`src/rtl/rate_pkg.sv`:
```
// Shared constants, FSM state type and the period helper for the rate pulse generator.
package rate_pkg;

  // Rate-select encodings on the speed switches
  localparam logic [1:0] SPD_FAST    = 2'b00;
  localparam logic [1:0] SPD_1HZ     = 2'b01;
  localparam logic [1:0] SPD_HALF    = 2'b10;
  localparam logic [1:0] SPD_QUARTER = 2'b11;

  typedef enum logic [0:0] {
    PAUSED  = 1'b0,
    RUNNING = 1'b1
  } state_e;

  // Period minus one for a given rate; callers truncate to their counter width.
  function automatic logic [31:0] period_m1(logic [1:0] speed, int unsigned clk_freq);
    logic [31:0] freq;
    logic [31:0] result;
    freq = 32'(clk_freq);
    case (speed)
      SPD_FAST: result = 32'd0;
      SPD_1HZ:  result = freq - 32'd1;
      SPD_HALF: result = (freq << 1) - 32'd1;
      default:  result = (freq << 2) - 32'd1;
    endcase
    return result;
  endfunction

endpackage

```
`src/rtl/step_sync.sv`:
```
// Two-flop synchronizer for the step button followed by a rising-edge detector.
module step_sync (
  input  logic clock,
  input  logic resetn,
  input  logic async_in,
  output logic pulse
);

  logic sync1_q;
  logic sync2_q;
  logic edge_q;

  // Synchronizer chain plus the delayed copy used for edge detection
  always_ff @(posedge clock) begin
    if (!resetn) begin
      sync1_q <= 1'b0;
      sync2_q <= 1'b0;
      edge_q  <= 1'b0;
    end else begin
      sync1_q <= async_in;
      sync2_q <= sync1_q;
      edge_q  <= sync2_q;
    end
  end

  // High for one cycle per press regardless of hold length
  assign pulse = sync2_q & ~edge_q;

endmodule

```
`src/rtl/rate_pulse_gen.sv`:
```
// Produces single-cycle enable pulses at a switch-selected rate, with pause/run and
// single-step support, for driving the downstream counter's Enable input.
module rate_pulse_gen
  import rate_pkg::*;
#(
  parameter int unsigned CLK_FREQ  = 50_000_000,
  parameter int unsigned CNT_WIDTH = 28
) (
  input  logic       clock,
  input  logic       resetn,
  input  logic [1:0] speed,
  input  logic       run,
  input  logic       step,
  output logic       enable_out,
  output logic       running
);

  state_e                 state_q, state_d;
  logic [CNT_WIDTH-1:0]   cnt_q, cnt_d;
  logic [CNT_WIDTH-1:0]   reload;
  logic [1:0]             speed_q;
  logic                   enable_q, enable_d;
  logic                   step_pulse;
  logic                   speed_chg;
  logic                   terminal;

  step_sync u_step_sync (
    .clock    (clock),
    .resetn   (resetn),
    .async_in (step),
    .pulse    (step_pulse)
  );

  // Reload always uses the live speed so a change takes effect on the first edge
  assign reload    = CNT_WIDTH'(period_m1(speed, CLK_FREQ));
  assign speed_chg = (speed != speed_q);
  assign terminal  = (cnt_q == '0);

  // Next-state: run level drives the FSM; counter reloads, decrements or holds
  always_comb begin
    state_d  = run ? RUNNING : PAUSED;
    cnt_d    = cnt_q;
    enable_d = 1'b0;
    if (state_q == RUNNING) begin
      if (speed_chg) begin
        // A terminal count coinciding with a rate change is swallowed
        cnt_d = reload;
      end else if (terminal) begin
        // Leaving RUNNING on a terminal count reloads but emits nothing
        cnt_d    = reload;
        enable_d = run;
      end else if (run) begin
        cnt_d = cnt_q - CNT_WIDTH'(1);
      end
    end else begin
      if (run || speed_chg) begin
        cnt_d = reload;
      end
      // A step edge landing on the run-rising cycle is dropped
      enable_d = step_pulse & ~run;
    end
  end

  // State, counter, registered speed copy and the output pulse register
  always_ff @(posedge clock) begin
    if (!resetn) begin
      state_q  <= PAUSED;
      cnt_q    <= '0;
      speed_q  <= speed;
      enable_q <= 1'b0;
    end else begin
      state_q  <= state_d;
      cnt_q    <= cnt_d;
      speed_q  <= speed;
      enable_q <= enable_d;
    end
  end

  assign enable_out = enable_q;
  assign running    = (state_q == RUNNING);

endmodule

```
`config.mk`:
```
export PLATFORM = sky130hd
export DESIGN_NAME = rate_pulse_gen
export DESIGN_NICKNAME = d
export VERILOG_FILES = /design/src/rtl/rate_pkg.sv /design/src/rtl/step_sync.sv /design/src/rtl/rate_pulse_gen.sv
export SDC_FILE = /design/constraint.sdc
export NUM_CORES = 1
export LEC_CHECK = 0
export CORE_ASPECT_RATIO = 0.9
export CORE_MARGIN = 10
export CORE_UTILIZATION = 61
export DETAILED_ROUTE_END_ITERATION = 6
export GPL_TIMING_DRIVEN = 0
export PLACE_DENSITY = 0.79
export RECOVER_POWER = 50
export SYNTH_ARGS = -nofsm -noshare
export SYNTH_HDL_FRONTEND = slang
export SYNTH_SLANG_ARGS = --single-unit
```
`constraint.sdc`:
```
create_clock -name clock -period 2.87 [get_ports clock]
set_input_delay 0.287 -clock clock [delete_from_list [all_inputs] [get_ports clock]]
set_output_delay 0.287 -clock clock [all_outputs]
set_load 0.02 [all_outputs]
```
==> results.md, run 1 <==
- The run finished with clean final reports.
- The data required time at the worst endpoint is 3120 ps.
- Max-cap violations in this run came to 0.
- Of all nets on the critical path, the largest fanout is 7.
- The cell depth of the worst min-delay path is 1.
- The remaining design rule violation count is 0.
- The gate count after technology mapping is 295.
- Measured against its own limit, the worst slew margin works out to 28.93%.
- The residual antenna-violating net count after detailed routing is 0.
- Routability-driven placement finished with a final weighted congestion of 0.9912.
- The shortest period the worst path allows is 2743 ps.
- Measured on the finished design, the core utilization comes to 73.59%.
- Summing all flip-flop and latch instances after layout gives 700.7 um^2.
- After detailed routing, the average wire length per cell comes to 22.65 um.
- The fraction of synthesis flops using an asynchronous set or reset pin is 0%.
- The final hold violation count is 0.
- The combinational share of power is 25.7%.
- Counting both buffers and inverters, the worst setup path holds a total of 2.
- STA classifies the critical path endpoint as a flop.
- Counting along the longest clock path gives a buffer depth of 2.
- The initialized floorplan defines 21 standard-cell rows.
- The post-synthesis to final-layout area growth is 15.22%.
- The arrival time of data at the critical path endpoint is 2990 ps.
- The number of input and output port buffers inserted is 7.
- Summing every instance area after synthesis gives 2400 um^2.
- The area occupied by multi-input gates is 1615 um^2.
- The proportion of layout cells with a drive suffix above 1 is 14.11%.
- The clock arrives with 10.64 ps of skew.
- The internal power contribution is 0.0009321 W.
- The floorplan step defined a die boundary enclosing 6847 um^2.
- The cell leakage power is 0.9699 nW.
- After clock tree synthesis, the clock-pin slew on the worst setup and hold paths is 70 ps.
- The most common cell after layout, fill and taps aside is sky130_fd_sc_hd__dfxtp_1.
- Counting flops and latches in the post-synthesis netlist gives 35.
- The HPWL after detailed placement is 5.581 mm.
- The number of cells in the design after placement is 348.
- The number of cell instances on the worst register-to-register path is 8.
- The critical setup path kind is flop to flop.
- 8 I/O pins were placed.
- Counting every net in the synthesized netlist gives 307.
- The post-route cell area is 2765 um^2.
- Once the floorplan was initialized, standard cells occupied 63.87% of the core.
- The hold-fix buffer count after cts is 0.
- The actual transition at the worst max-transition pin is 1056 ps.
- The share of the yosys chip area belonging to registers is 29.20%.
- The final layout contains routed wiring with a total length of 8.267 mm.
- The classification of the worst-slack hold path is flop to flop.
- Global routing consumed, over all layers together, 24.05% of the routing resources.
- The worst setup path is launched from a flop.
- The number of warning messages in the yosys log is 0.
- The most used flip-flop cell after synthesis is sky130_fd_sc_hd__dfxtp_1.
- The portion of total power attributed to the clock network is 34.1%.
- The number of clock buffers added by TritonCTS is 5.
- The first global-routing pass estimated 13.10 mm of wire.
- The worst ir drop on vdd is 0.3469 mV.
- Sequential cells account for 40.2% of the total power.
- The initial antenna violation count came to 0.
- The maximum frequency from static timing analysis is 364.5 MHz.
- The critical path's slowest cell is sky130_fd_sc_hd__nor2_1.
- For this run, the number of standard cells in the final layout without fillers is 365.
- Walking the worst path, the cells encountered are inv_1 > ha_1 > or4b_1 > clkbuf_1 > nor2_1 > o2111ai_1 > o32ai_1 > a32o_1.
- In this run switching power makes up 33.38% of total power.
- Sorting the synthesized cells by area gives the leading types as sky130_fd_sc_hd__dfxtp_1 29%, sky130_fd_sc_hd__nor3_1 4.2%, sky130_fd_sc_hd__o22ai_1 4.2%.
- The synthesized design devotes to its leading area cell type 29.20% of total area.
- The detailed router placed 2,778 vias in this run.
- Entering global routing, the biggest net connects 12 pins.
- The die span in y is 79.51 um.
- The power density over cell area is 506.0 nW/um^2.
- The mean number of vias per cell is 7.611.
- The cell family contributing the most delay on the critical path is simple AND/OR/NAND/NOR gates.
- The total negative slack is 0 ps.
- The analysis attributes to net switching a power of 0.0004670 W.
- The number of iterations in the first detailed-routing pass is 6.
- In this run, synthesis inferred 0 flip-flops with an integrated enable.
- The clock sink count is 35.
- The TritonCTS clock tree is yes.
- After synthesis, the netlist uses 66 different library cells.
- Setup repair after global routing left no endpoint under its margin.
- The floorplan core area is 3757 um^2.
- The via count of the first global-routing pass is 2,489.
- The worst-skew pair later-pin latency is 310 ps.
- The total number of H-tree levels is 2.
- The floorplan step set the die width to 86.12 um.
- The number of nets in the layout is 330.
- Once placement finished, the instance area stood at 2527 um^2.
- The cell type with the highest aggregate area in the netlist is sky130_fd_sc_hd__dfxtp_1.
- After layout, the worst path uses 95.58% of the clock period.
- The first routing iteration left 438 violations.
- The fill cell instance count of the final layout is 305.
- The final number of max-transition violations is 0.
- In the layout the commonest cells are 35 x sky130_fd_sc_hd__dfxtp_1, 18 x sky130_fd_sc_hd__nor3_1, 17 x sky130_fd_sc_hd__nand2_1.
- The diode insertion count for antenna repair is 0.
- The total grt overflow is 0.
- A synthesized cell averages 8.135 um^2.
- The largest single stage delay on the critical path is 480 ps.
- Setup violations remaining at the end of the flow were counted as 0.
- The root buffer cell chosen for the clock tree is sky130_fd_sc_hd__clkbuf_8.
- The number of logic stages on the critical path including buffering is 8.
==> Yosys cell counts, types with 7 or more instances <==
| library cell | number |
|---|---|
| sky130_fd_sc_hd__o22ai_1 | 16 |
| sky130_fd_sc_hd__o21ai_0 | 11 |
| sky130_fd_sc_hd__nand3_1 | 9 |
| sky130_fd_sc_hd__nand4_1 | 7 |
| sky130_fd_sc_hd__o31ai_1 | 7 |
| sky130_fd_sc_hd__nor3_1 | 20 |
| sky130_fd_sc_hd__nor4_1 | 11 |
| sky130_fd_sc_hd__inv_1 | 10 |
| sky130_fd_sc_hd__nor2_1 | 16 |
| sky130_fd_sc_hd__clkbuf_1 | 12 |
| sky130_fd_sc_hd__nand2_1 | 17 |
| sky130_fd_sc_hd__a21oi_1 | 11 |
| sky130_fd_sc_hd__a32o_1 | 9 |
| sky130_fd_sc_hd__dfxtp_1 | 35 |
==> per-layer routing <==
layer  up-vias  track usage [%]  part of all wire, %
met4         0            13.82                  5.0
met2       238            33.88                   43
met3        58            7.449                   13
met1      1258            31.47                   40
met5         -                0                    0
li1       1224                -                    -
==> through the flow <==
step / power, W / setup WS, ps / hold slack [ps]
3_3_place_gp: 0.0008931 / -162.6 / 412.7
4_1_cts: 0.001372 / -5.534 / 436.6
2_1_floorplan: 0.0008011 / 356.9 / 314.7
6_report: 0.001399 / 126.9 / 437.6
5_1_grt: 0.001447 / 17.59 / 490.3
3_5_place_dp: 0.0008964 / -146.4 / 419.9
==> cell type report <==
type	instances	area share, %
Multi-Input combinational cell	228	58.42
Sequential cell	35	25.34
Timing Repair Buffer	16	4.977
Buffer	21	3.439
Clock buffer	6	2.986
Tap cell	46	2.081
Inverter	11	1.493
Clock inverter	2	1.267
==> flip-flops by register name, indices dropped and copies added (netlist names) <==
signal and flops:
speed_q 2, u_step_sync.sync1_q 1, running 1, enable_out 1, u_step_sync.edge_q 1, cnt_q 28, u_step_sync.sync2_q 1
==> power groups by stage <==
stage	Sequential, W	Clock [W]	Combinational (W)
floorplan	0.000561	0	0.000240
detailed placement	0.000569	0	0.000328
global placement	0.000568	0	0.000325
global route	0.000566	0.000496	0.000385
CTS	0.000558	0.000483	0.000332
finish	0.000562	0.000478	0.000359
==> final timing paths <==
| check | endpoint | from | slack (ps) |
|---|---|---|---|
| max | cnt_q[24] | cnt_q[0] | 130 |
| min | u_step_sync.sync2_q | u_step_sync.sync1_q | 440 |
| max reg2reg | cnt_q[24] | cnt_q[0] | 130 |
| min reg2reg | u_step_sync.sync2_q | u_step_sync.sync1_q | 440 |
==> kinds of logic after synthesis <==
group / synth area share, %
compound gates: 30.92
xor+xnor: 1.825
fa+ha+maj: 3.128
buf+inv: 5.787
flops: 29.20
mux: 1.251
simple gates: 27.89
==> what timing repair did <==
item,4_1_cts,5_1_grt
resized for setup,3,7
buffers inserted,0,9
hold endpoints to repair,0,0
pin swaps,0,2
endpoints found under the setup margin,8,24
(Power assumes the default switching activity.)
==> run 2: changes to the inputs <==
--- a/config.mk
+++ b/config.mk
@@ -7,8 +7,9 @@
 export LEC_CHECK = 0
 export CORE_ASPECT_RATIO = 0.9
 export CORE_MARGIN = 10
-export CORE_UTILIZATION = 61
+export CORE_UTILIZATION = 63
 export DETAILED_ROUTE_END_ITERATION = 6
+export DONT_BUFFER_PORTS = 1
 export GPL_TIMING_DRIVEN = 0
 export PLACE_DENSITY = 0.79
 export RECOVER_POWER = 50
==> run 2 against run 1 <==
The run now ends with DRC left; clock power shrank 21%; first-iteration DRC count grew 15%; core utilization shrank 1.3 points; hold slack lost 420 ps; sequential share of layout area grew 0.83 points; setup slack lost 23 ps; wire length grew 1.9%; fmax shrank 0.83%; sequential power is essentially flat; power shrank 7.7%; via count grew 0.83%; largest power group unchanged.
==> results.md, run 2 (synthesized netlist as in run 1, its figures left out) <==
- The number of buffers created by CTS was 5 (unchanged).
- The remaining design rule violation count was 1 (+1).
- The largest net degree at the start of global routing was 11 (-1).
- The number of input and output port buffers inserted is 0 (-7).
- The diode insertion count for antenna repair is 0 (unchanged).
- The arrival time of data at the critical path endpoint is 2950 ps (-40 ps).
- The shortest period the worst path allows is 2766 ps (+22.91 ps).
- The clock transition at the registers of the reported paths is 90 ps (+20 ps).
- The TritonCTS clock tree is yes.
- The aggregate global-route resource usage is 24.09% (+0.043 points).
- The per-cell routed wire length came to 23.65 um (+4.4%).
- The hold-fix buffer count after cts is 0 (unchanged).
- The total power is 0.001292 W (-7.7%).
- The power density over cell area is 482.5 nW/um^2 (-4.6%).
- The number of maximum-capacitance constraint violations is 0 (unchanged).
- The actual transition at the worst max-transition pin is 949.5 ps (-106.8 ps).
- The residual antenna-violating net count after detailed routing is 0 (unchanged).
- The worst slew margin relative to its limit came to 36.11% (+7.2 points).
- The post-route core utilization is 72.27% (-1.3 points).
- The data required time at the worst endpoint is 3060 ps (-60 ps).
- The buffer levels on the longest clock path is 2 (unchanged).
- The proportion of layout cells with a drive suffix above 1 is 13.55% (-0.56 points).
- The global-route wire length before repair was 13.10 mm (unchanged).
- The setup clock skew after layout is 15.26 ps (+4.623 ps).
- The clock tree root buffer cell is sky130_fd_sc_hd__clkbuf_8.
- The final hold violation count is 0 (unchanged).
- The chip width came to 85.06 um (-1.2%).
- The critical path is of the flop to flop type.
- The worst ir drop on vdd is 0.4076 mV (+17%).
- The internal power contribution is 0.0008332 W (-11%).
- The largest register by flop count is cnt_q.
- The period utilization is 96.38% (+0.80 points).
- The final count of negative-setup-slack endpoints is 0 (unchanged).
- The die area is 6681 um^2 (-2.4%).
- The maximum frequency from static timing analysis was 361.5 MHz (-0.83%).
- Leaving out fill and tap cells, the most frequent cells in the layout are 35 x sky130_fd_sc_hd__dfxtp_1, 18 x sky130_fd_sc_hd__nor3_1, 17 x sky130_fd_sc_hd__nand2_1.
- The number of flip-flops in the largest register was 28 (unchanged).
- The number of design-rule violations left by the first detailed-router iteration is 503 (+15%).
- The number of nets in the layout is 322 (-2.4%).
- Compared with the post-synthesis result, the final layout area differs by 11.57%.
- STA classifies the critical path endpoint as a flop.
- The most used cell along the critical path is sky130_fd_sc_hd__buf_4.
- The path class of the tightest hold or removal check is primary input to flop.
- The combinational share of power is 26.9% (+1.2 points).
- The routed wire length is 8.421 mm (+1.9%).
- The cell leakage power is 0.9265 nW (-4.5%).
- The checks that failed: DRC.
- The run finished, with violations left.
- Setup repair after global routing left no endpoint under its margin.
- Traced cell by cell, the critical path runs through or3_1 > clkbuf_1 > or4_4 > buf_6 > nor4_4 > buf_4 > buf_4 > o22ai_1 > a32o_2.
- The most common cell after layout, fill and taps aside is sky130_fd_sc_hd__dfxtp_1.
- The final number of max-transition violations came to 0 (unchanged).
- The switching share of power came to 35.50% (+2.1 points).
- The largest registers in the layout are cnt_q x28, speed_q x2.
- The number of iterations in the first detailed-routing pass was 7 (+1).
- The number of core rows came to 21 (unchanged).
- The slowest stage of the critical path belongs to the cell sky130_fd_sc_hd__or4_4.
- The portion of total power attributed to the clock network is 29.4% (-4.7 points).
- The initial antenna violation count is 0 (unchanged).
- The floorplan core area came to 3705 um^2 (-1.4%).
- The top-level I/O count is 8 (unchanged).
- The via count of the first global-routing pass is 2,515 (+1.0%).
- The highest cell delay on the worst timing path was 480 ps (about the same).
- The highest net fanout along the worst path is 8 (+1).
- The weighted congestion at the end of routability-driven global placement is 1.011 (+2.0%).
- The total grt overflow was 0 (unchanged).
- The via count is 2,801 (+0.83%).
- The placed wire-length estimate is 5.526 mm (-1.0%).
- The fill cell instance count of the final layout came to 295 (-3.3%).
- The startpoint type of the worst setup path is a flop.
- The worst hold margin is 13.50 ps (-424.1 ps).
- The clock sink count is 35 (unchanged).
- The total number of H-tree levels was 2 (unchanged).
- The starting density of the core was 64.78% (+0.91 points).
- The die span in y is 78.55 um (-1.2%).
- The worst-skew pair later-pin latency is 300 ps (about the same).
- The mean number of vias per cell was 7.868 (+3.4%).
- The relative contribution of sequential cells to total power is 43.7% (+3.5 points).
- The switching power summed over all nets is 0.0004586 W (-1.8%).
run 2: per-layer routing:
layer | wire [um] | share of wire, % | global-route usage [%] | up-vias
li1 | - | - | - | 1195
met1 | 3279 | 39 | 30.81 | 1314
met2 | 3615 | 43 | 36.00 | 236
met3 | 1096 | 13 | 7.843 | 56
met4 | 430 | 5.1 | 10.53 | 0
met5 | 0 | 0 | 0 | -
run 2: worst max-delay path: cells and delay by family (launching register included):
kind / cells / cell delay, ps
buf+inv: 4 / 770
simple gates: 3 / 1150
flops: 1 / 370
compound gates: 2 / 360
run 2: layout make-up:
cell class              instances  area [um^2]  area share [%]
repair buffers                  8        72.57           2.710
multi-input cells             228         1623           60.61
plain buffers                  21        95.09           3.551
clock inverters                 1        5.005          0.1869
inverters                      11        41.29           1.542
flip-flops and latches         35        700.7           26.17
clock buffers                   6        82.58           3.084
well taps                      46        57.56           2.150
run 2: repair_timing:
item,4_1_cts,5_1_grt
buffers inserted,4,4
endpoints found under the setup margin,15,28
pin swaps,1,2
gates resized for setup,1,9
run 2: final timing paths:
check | startpoint | end | slack (ps) | cells past startpoint
worst min-delay path | speed[1] | speed_q[1] | 10 | 0
worst min register to register | u_step_sync.sync1_q | u_step_sync.sync2_q | 450 | 1
worst max-delay path | cnt_q[5] | cnt_q[18] | 100 | 9
worst max register to register | cnt_q[5] | cnt_q[18] | 100 | 9
run 2: metrics by stage:
stage,TNS (ps),std cells,worst slack (ps),instance area (um^2)
global route,0,356,17.01,2678
detailed placement,-719.0,341,-114.8,2457
floorplan,0,295,356.9,2400
global placement,-571.8,341,-115.7,2457
finish,0,356,103.9,2678
CTS,-537.7,352,-133.8,2582
run 2: power groups by stage:
stage	logic (W)	registers [W]	clock network (W)
after detailed placement	0.000315	0.000571	0
after global placement	0.000312	0.000570	0
final	0.000348	0.000564	0.000380
after global routing	0.000372	0.000569	0.000393
after CTS	0.000318	0.000560	0.000371
after floorplan	0.000240	0.000561	0
==> run 3: changes to the inputs <==
--- a/config.mk
+++ b/config.mk
@@ -11,7 +11,8 @@
 export DETAILED_ROUTE_END_ITERATION = 6
 export DONT_BUFFER_PORTS = 1
 export GPL_TIMING_DRIVEN = 0
-export PLACE_DENSITY = 0.79
+export MAX_ROUTING_LAYER = met4
+export PLACE_DENSITY = 0.89
 export RECOVER_POWER = 50
 export SYNTH_ARGS = -nofsm -noshare
 export SYNTH_HDL_FRONTEND = slang
==> run 3 against run 2 <==
The flow now finishes without violations; count of clock-buffer cells in the layout did not move; wire length fell by 0.21%; largest power group unchanged; sequential cell count did not move; critical endpoint is now cnt_q[4]; hold slack improved by 9.5 ps; global-route usage rose by 1.3 points; combinational power barely moved; via count fell by 3.0%; setup slack got worse by 78 ps; fmax fell by 2.8%; clock power fell by 13%; power fell by 3.3%.
==> results.md, run 3 (synthesized netlist as in run 1, its figures left out) <==
- The worst slew margin relative to its limit came to 45.39% (+9.3 points).
- The final hold violation count is 0 (unchanged).
- The actual transition at the worst max-transition pin is 811.7 ps (-137.9 ps).
- The final count of negative-setup-slack endpoints is 0 (unchanged).
- The worst-skew pair later-pin latency is 290 ps (about the same).
- The post-route cell area came to 2648 um^2 (-1.1%).
- The largest net degree at the start of global routing is 11 (unchanged).
- The floorplan core area is 3705 um^2 (unchanged).
- The highest cell delay on the worst timing path was 640 ps (+160 ps).
- The total power is 0.001250 W (-3.3%).
- The worst ir drop on vdd came to 0.3668 mV (-10%).
- The highest net fanout along the worst path is 10 (+2).
- The flow ran to the end, and the final reports show no timing, DRC or antenna violations.
- The starting density of the core is 64.78% (unchanged).
- The global-route wire length before repair is 13.41 mm (+2.3%).
- The top-level I/O count is 8 (unchanged).
- The proportion of layout cells with a drive suffix above 1 is 12.79% (-0.76 points).
- The die area came to 6681 um^2 (unchanged).
- The total number of H-tree levels is 2 (unchanged).
- The die span in y came to 78.55 um (unchanged).
- The buffer levels on the longest clock path is 2 (unchanged).
- TritonCTS built the clock tree.
- The buffering stage count on the worst path with inverters included is 2 (-2).
- The startpoint type of the worst setup path is a flop.
- The number of logic stages on the critical path including buffering is 7 (-2).
- The post-detailed-placement cell area is 2457 um^2 (unchanged).
- The power density over cell area was 472.1 nW/um^2 (-2.2%).
- The number of input and output port buffers inserted is 0 (unchanged).
- The fill cell instance count of the final layout is 312 (+5.8%).
- The weighted congestion at the end of routability-driven global placement came to 1.027 (+1.6%).
- cnt_q holds more flip-flops than any other register.
- The maximum frequency from static timing analysis was 351.6 MHz (-2.8%).
- The number of cell instances on the worst register-to-register path came to 7 (-2).
- The type of element capturing the critical path is a flop.
- The placed wire-length estimate is 5.787 mm (+4.7%).
- The routed wire length is 8.403 mm (-0.21%).
- The residual antenna-violating net count after detailed routing came to 0 (unchanged).
- The initial antenna violation count was 0 (unchanged).
- The clock transition at the registers of the reported paths is 80 ps (about the same).
- The setup clock skew after layout is 13.96 ps (-1.299 ps).
- The period utilization is 99.11% (+2.7 points).
- The setup slack at placement was -238.0 ps (-123.2 ps).
- Traced cell by cell, the critical path runs through clkbuf_1 > nor4_4 > nand3_1 > clkbuf_2 > nor3_2 > o21bai_1 > a32o_1.
- The via count is 2,717 (-3.0%).
- The setup path with the least slack is of type flop to flop.
- The per-cell routed wire length came to 23.94 um (+1.2%).
- The data required time at the worst endpoint is 3050 ps (about the same).
- The cell leakage power came to 0.9017 nW (-2.7%).
- The number of nets in the layout is 318 (-1.2%).
- The number of maximum-capacitance constraint violations is 0 (unchanged).
- The chip width is 85.06 um (unchanged).
- The remaining design rule violation count is 0 (-1).
- Leaving out fill and tap cells, the most frequent cell in the layout is sky130_fd_sc_hd__dfxtp_1.
- The classification of the worst-slack hold path is primary input to flop.
- From synthesis to final layout, the design area changed by 10.32%.
- The number of buffers created by CTS came to 5 (unchanged).
- The library cells used most frequently in the layout, excluding fill and tap cells, are 35 x sky130_fd_sc_hd__dfxtp_1, 18 x sky130_fd_sc_hd__nor3_1, 17 x sky130_fd_sc_hd__nand2_1.
- The mean number of vias per cell came to 7.741 (-1.6%).
- The cell depth of the worst min-delay path is 0 (unchanged).
- The clock tree root buffer cell is sky130_fd_sc_hd__clkbuf_8.
- The via count of the first global-routing pass is 2,477 (-1.5%).
- The number of core rows came to 21 (unchanged).
- The largest registers in the layout are cnt_q x28, speed_q x2.
- The arrival time of data at the critical path endpoint came to 3030 ps (+80 ps).
- The number of flip-flops in the largest register is 28 (unchanged).
- The diode insertion count for antenna repair is 0 (unchanged).
- The aggregate global-route resource usage is 25.39% (+1.3 points).
- The critical path's slowest cell is sky130_fd_sc_hd__nor3_2.
- The total grt overflow came to 0 (unchanged).
- The number of design-rule violations left by the first detailed-router iteration is 417 (-17%).
- The setup slack of the critical path after layout is 25.68 ps (-78.26 ps).
- The number of iterations in the first detailed-routing pass is 5 (-2).
- The shortest period the worst path allows came to 2844 ps (+78.26 ps).
- The clock sink count is 35 (unchanged).
- The cell family contributing the most delay on the critical path is simple AND/OR/NAND/NOR gates.
- The final number of max-transition violations is 0 (unchanged).
[run 3: cell type report]
cell class | count | area (um^2) | share of cell area [%]
inverter | 11 | 41.29 | 1.560
clock buffer | 6 | 72.57 | 2.741
tap | 46 | 57.56 | 2.174
buffer | 21 | 96.34 | 3.639
multi-input combinational | 228 | 1639 | 61.91
timing repair buffer | 4 | 40.04 | 1.512
sequential | 35 | 700.7 | 26.47
[run 3: per-stage QoR]
stage / instances / utilization [%] / hold slack [ps] / setup TNS (ps)
3_5_place_dp: 341 / 66.33 / 315.7 / -1824
6_report: 351 / 71.46 / 22.97 / 0
2_1_floorplan: 295 / - / 314.7 / 0
3_3_place_gp: 341 / 66.33 / 315.6 / -2493
4_1_cts: 347 / 69.27 / 21.59 / -0.6057
5_1_grt: 351 / 71.46 / 14.02 / -17.15
[run 3: what timing repair did]
item,CTS,global route
pin swaps,0,2
hold buffers,0,0
resized for setup,6,8
setup buffers,0,4
endpoints found under the setup margin,20,22
[run 3: final timing paths]
check / slack [ps] / endpoint / start
setup / recovery: 30 / cnt_q[4] / cnt_q[14]
hold / removal: 20 / speed_q[0] / speed[0]
setup reg to reg: 30 / cnt_q[4] / cnt_q[14]
hold reg to reg: 440 / u_step_sync.sync2_q / u_step_sync.sync1_q
[run 3: power breakdown]
| group | total [W] | internal, W | switching (W) |
|---|---|---|---|
| clock network | 0.000332 | 0.000162 | 0.000170 |
| registers | 0.000566 | 0.000523 | 0.0000429 |
| logic | 0.000351 | 0.000124 | 0.000228 |
| total | 0.00125 | 0.000809 | 0.000441 |
[run 3: layer usage]
metal | routed length [um] | GRT usage (%) | vias up
met5 | 0 | - | -
met4 | 246 | 11.51 | 0
met3 | 1236 | 6.089 | 28
met2 | 3586 | 36.00 | 239
met1 | 3334 | 33.15 | 1262
li1 | - | - | 1188
